File: src/rtl/latch_bank_hold.sv
// Multi-channel data-holding bank: per-channel EMPTY/TRACK/HOLD FSM with level or edge-capture load,
// hold-age tracking with a registered STALE flag. Optional even-parity output under LATCH_BANK_PARITY_EN.
module latch_bank_hold #(
  parameter int WIDTH    = 8,
  parameter int CHANNELS = 4,
  parameter int MAX_AGE  = 15
) (
  input  logic                      CLK,
  input  logic                      RESET,
  input  logic                      MODE,
  input  logic [CHANNELS*WIDTH-1:0] D,
  input  logic [CHANNELS-1:0]       GATE,
  input  logic [CHANNELS-1:0]       CLEAR,
  output logic [CHANNELS*WIDTH-1:0] Q,
  output logic [CHANNELS-1:0]       VALID,
  output logic [CHANNELS-1:0]       STALE,
`ifdef LATCH_BANK_PARITY_EN
  output logic [CHANNELS-1:0]       PAR,
`endif
  output logic [2*CHANNELS-1:0]     dbg_state
);

  localparam int AW = $clog2(MAX_AGE + 1);

  typedef enum logic [1:0] {
    S_EMPTY = 2'd0,
    S_TRACK = 2'd1,
    S_HOLD  = 2'd2
  } state_t;

  state_t                state_q [CHANNELS];
  state_t                state_n [CHANNELS];
  logic [AW-1:0]         age_q   [CHANNELS];
  logic [AW-1:0]         age_n   [CHANNELS];
  logic [WIDTH-1:0]      q_n     [CHANNELS];
  logic [CHANNELS-1:0]   gate_r;
  logic [CHANNELS-1:0]   load;

  // Per-channel next state; priority is CLEAR > load > hold.
  always_comb begin
    load = '0;
    for (int i = 0; i < CHANNELS; i++) begin
      state_n[i] = state_q[i];
      age_n[i]   = age_q[i];
      q_n[i]     = Q[i*WIDTH +: WIDTH];
      load[i]    = MODE ? (GATE[i] & ~gate_r[i]) : GATE[i];
      if (CLEAR[i]) begin
        state_n[i] = S_EMPTY;
        age_n[i]   = '0;
        q_n[i]     = '0;
      end else if (load[i]) begin
        state_n[i] = MODE ? S_HOLD : S_TRACK;
        age_n[i]   = '0;
        q_n[i]     = D[i*WIDTH +: WIDTH];
      end else begin
        case (state_q[i])
          S_TRACK, S_HOLD: begin
            state_n[i] = S_HOLD;
            if (age_q[i] != AW'(MAX_AGE)) age_n[i] = age_q[i] + 1'b1;
          end
          default: state_n[i] = S_EMPTY;
        endcase
      end
    end
  end

  always_ff @(posedge CLK or posedge RESET) begin
    if (RESET) begin
      Q      <= '0;
      VALID  <= '0;
      STALE  <= '0;
      gate_r <= '0;
`ifdef LATCH_BANK_PARITY_EN
      PAR    <= '0;
`endif
      for (int i = 0; i < CHANNELS; i++) begin
        state_q[i] <= S_EMPTY;
        age_q[i]   <= '0;
      end
    end else begin
      // gate_r follows GATE unconditionally so an edge coincident with CLEAR is consumed.
      gate_r <= GATE;
      for (int i = 0; i < CHANNELS; i++) begin
        state_q[i]             <= state_n[i];
        age_q[i]               <= age_n[i];
        Q[i*WIDTH +: WIDTH]    <= q_n[i];
        VALID[i]               <= (state_n[i] != S_EMPTY);
        STALE[i]               <= (state_n[i] != S_EMPTY) && (age_n[i] == AW'(MAX_AGE));
`ifdef LATCH_BANK_PARITY_EN
        PAR[i]                 <= ^q_n[i];
`endif
      end
    end
  end

  always_comb begin
    dbg_state = '0;
    for (int i = 0; i < CHANNELS; i++) dbg_state[2*i +: 2] = state_q[i];
  end

endmodule

File: config.mk
export PLATFORM = sky130hd
export DESIGN_NAME = latch_bank_hold
export DESIGN_NICKNAME = d
export VERILOG_FILES = /design/src/rtl/latch_bank_hold.sv
export SDC_FILE = /design/constraint.sdc
export NUM_CORES = 1
export LEC_CHECK = 0
export ABC_CLOCK_PERIOD_IN_PS = 2100
export CORE_MARGIN = 1.5
export CORE_UTILIZATION = 35
export CTS_CLUSTER_SIZE = 12
export DETAILED_ROUTE_END_ITERATION = 8
export PLACE_DENSITY = 0.64
export SYNTH_ARGS = -nofsm -noshare
export SYNTH_HDL_FRONTEND = slang
export SYNTH_SLANG_ARGS = --single-unit
File: constraint.sdc
create_clock -name CLK -period 2.1 [get_ports CLK]
set_input_delay 0.315 -clock CLK [delete_from_list [all_inputs] [get_ports CLK]]
set_output_delay 0.315 -clock CLK [all_outputs]
set_load 0.03 [all_outputs]
==> flow_metrics.tcl <==
set metrics [dict create \
    status "completed" \
    ys_seq_area_frac 0.567 \
    grt_max_degree 37 \
    synth_nets 347 \
    worstMarginPinSlew_ns 0.450 \
    drt-initial-drc-count 83 \
    worstPathMaxFanout 3 \
    coreArea_um2 8260 \
    hold_slack_ns 0.386 \
    globalplace.congestion 0.809 \
    clkSlewWorstSetupHoldPaths_ns 0.07 \
    h-tree-depth 3 \
    yosysTopAreaCell "dfrtp_1" \
    dr.pass1.iters 4 \
    yosys.area_share.simple 0.236 \
    io_pins 91 \
    critical_path_class "reg2out" \
    nets 454 \
    timing.final.crit_share 0.837 \
    vias_per_cell 4.73 \
    cts_resized 0 \
    end_kind "primary output" \
    finalSetupViolations 0 \
    clock_power_share 0.360 \
    grt_pass1_vias 2497 \
    ys_ff_latch 68 \
    worst_path_dominant_cell_family "buffers and inverters" \
    cp.arrival_ns 1.44 \
    die_height_um 95.6 \
    synthMuxAreaShare 0.0367 \
    vdd_drop_max_mv 0.359 \
    place_hpwl_um 4840 \
    power_density_nw_per_um2 703 \
    r2r_start "age_q[4]" \
    hold_buffers 0 \
    worstPathRequired_ns 1.78 \
    cts_tree "yes" \
    dp_slack_ns 0.290 \
    swShare 0.267 \
    switching_power_uw 805 \
    grt_pass1_wl_um 11300 \
    rsz0062_at_grt "no" \
    vias 2446 \
    clock_path_buffers 2 \
    wl_um 6810 \
    pwr-share-seq 0.468 \
    io_buffers 90 \
    clk_latency_ns 0.33 \
    drv_slew 0 \
    row_count 33 \
    leakage_nw 1.90 \
    r2r_setup_slack_ns 0.74 \
    drc 0 \
    layout_commonest_cell "clkdlybuf4s50_1" \
    holdCritPathClass "in2async" \
    die-width_um 95.6 \
    p_int_mw 2.21 \
    critPathMaxStageDelay_ns 0.70 \
    hold_viol 0 \
    cap_violations 0 \
    cp-start-kind "register" \
    synthAdderAreaFrac 0.0167 \
    netlist_area_um2 3000 \
    numCtsBuffers 9 \
    synth_compound_area_frac 0.0975 \
    synth_cells 300 \
    layout_common_cells "clkdlybuf4s50_1 (90), nand2_1 (81), dfrtp_1 (68), a21oi_1 (41), nor2_1 (15)" \
    critPathSlowestCell "clkdlybuf4s50_1" \
    finish.utilization 0.520 \
    insertedDiodeCount 0 \
    initial_core_util 0.364 \
    crit_chain "clkdlybuf4s50_1" \
    antenna_found_initial 0 \
    fmax_mhz 569 \
    grt_usage 0.161 \
    syn_avg_cell_area_um2 10.0 \
    post_cts_buffers 0 \
    setup_ws_ns 0.343 \
    grt_overflow_total 0 \
    reg2regPathDepth 5 \
    synthTopCellsByArea "dfrtp_1 (57%), nand2_1 (10%), a21oi_1 (6.8%)" \
    synth_top_area_frac 0.567 \
    skew_ns 0.00586 \
    setup-tns-final_ns 0 \
    syn_to_final_growth_pct 43.0 \
    final.min_clock_period_ns 1.76 \
    cts_sinks 68 \
    combPwrFrac 0.172 \
    synth_top_family_by_area "simple AND/OR/NAND/NOR gates" \
    slew_headroom 0.698 \
    avgRoutedWirePerCell_um 13.2 \
    dieArea_um2 9140 \
    ant_nets 0 \
    rr_endpoint "STALE[2]" \
    root_buffer "clkbuf_8" \
    ys_types 24 \
    synth_xor_area_frac 0.0350 \
    drive_gt1_frac 0.0874 \
    synth.yosys.warnings 0 \
    cp_num_buf_inv 1 \
]
-- Yosys cell counts --
cell type,count
nand2_1,81
dfrtp_1,68
a21oi_1,41
nor2_1,15
nand2b_1,12
nor3_1,12
mux2i_1,11
nand3_1,9
xor2_1,8
a221oi_1,4
and3_1,4
and4b_1,4
clkbuf_1,4
ha_1,4
nor3b_1,4
xnor2_1,4
a21boi_2,3
nor3_2,3
or2_1,3
inv_1,2
a21boi_4,1
buf_6,1
nor3_4,1
or2_4,1
-- through the flow --
| stage | std cells | power (mW) | area, µm² |
|---|---|---|---|
| after floorplan | 300 | 1.71 | 3000 |
| after global placement | 501 | 1.96 | 4090 |
| after detailed placement | 501 | 1.96 | 4090 |
| after CTS | 517 | 3.07 | 4290 |
| after global routing | 517 | 3.16 | 4290 |
| final | 517 | 3.02 | 4290 |
-- registers in the layout (all words and copies together), names as in the netlist --
name and count:
age_q 16, VALID 4, dbg_state 8, Q 32
gate_r 4, STALE 4
-- power by group through the flow --
stage                     Combinational [mW]  Clock [mW]  Sequential (mW)
after floorplan                        0.181           0             1.53
after global placement                 0.522           0             1.44
after detailed placement               0.524           0             1.44
after CTS                              0.527        1.13             1.41
after global routing                   0.569        1.18             1.42
final                                  0.519        1.09             1.41
-- area by class of cell --
type                       count  area, µm²
tap                          105        131
multi-input combinational    225       1270
inverter                       2       7.51
clock buffer                  12        155
sequential                    68       1700
clock inverter                 4       47.5
fill                         767       3960
timing repair buffer         101        983
-- routing by layer --
metal | vias up | wire length (µm) | GRT usage
li1 | 1233 | - | -
met5 | - | 0 | 0
met3 | 10 | 571 | 0.0734
met4 | 0 | 93 | 0.0478
met2 | 69 | 3150 | 0.256
met1 | 1134 | 2990 | 0.193
-- worst reg2reg max path: cells and delay by family (launching register included) --
family	cells	cell delay, ns
and+or+nand+nor	3	0.42
DFF	1	0.42
muxes	1	0.25
adders and majority gates	1	0.22
-- cells by family after synthesis --
family | count (synthesis)
AND/OR/NAND/NOR | 149
adder cells (fa/ha/maj) | 4
buffers and inverters | 7
AO/OA/AOI/OAI | 49
flip-flops | 68
multiplexers | 11
XOR/XNOR | 12
-- how the worst max path moves through the flow --
stage	slack (ns)	to	startpoint	cells past startpoint
floorplan	0.07	Q[0]	RESET	1
global placement	0.33	STALE[2]	MODE	6
detailed placement	0.29	STALE[1]	MODE	6
CTS	0.31	dbg_state[0]	dbg_state[0]	1
global route	0.27	dbg_state[6]	dbg_state[6]	1
finish	0.34	dbg_state[2]	dbg_state[2]	1
Note: power is estimated with default switching activity, not from simulation.
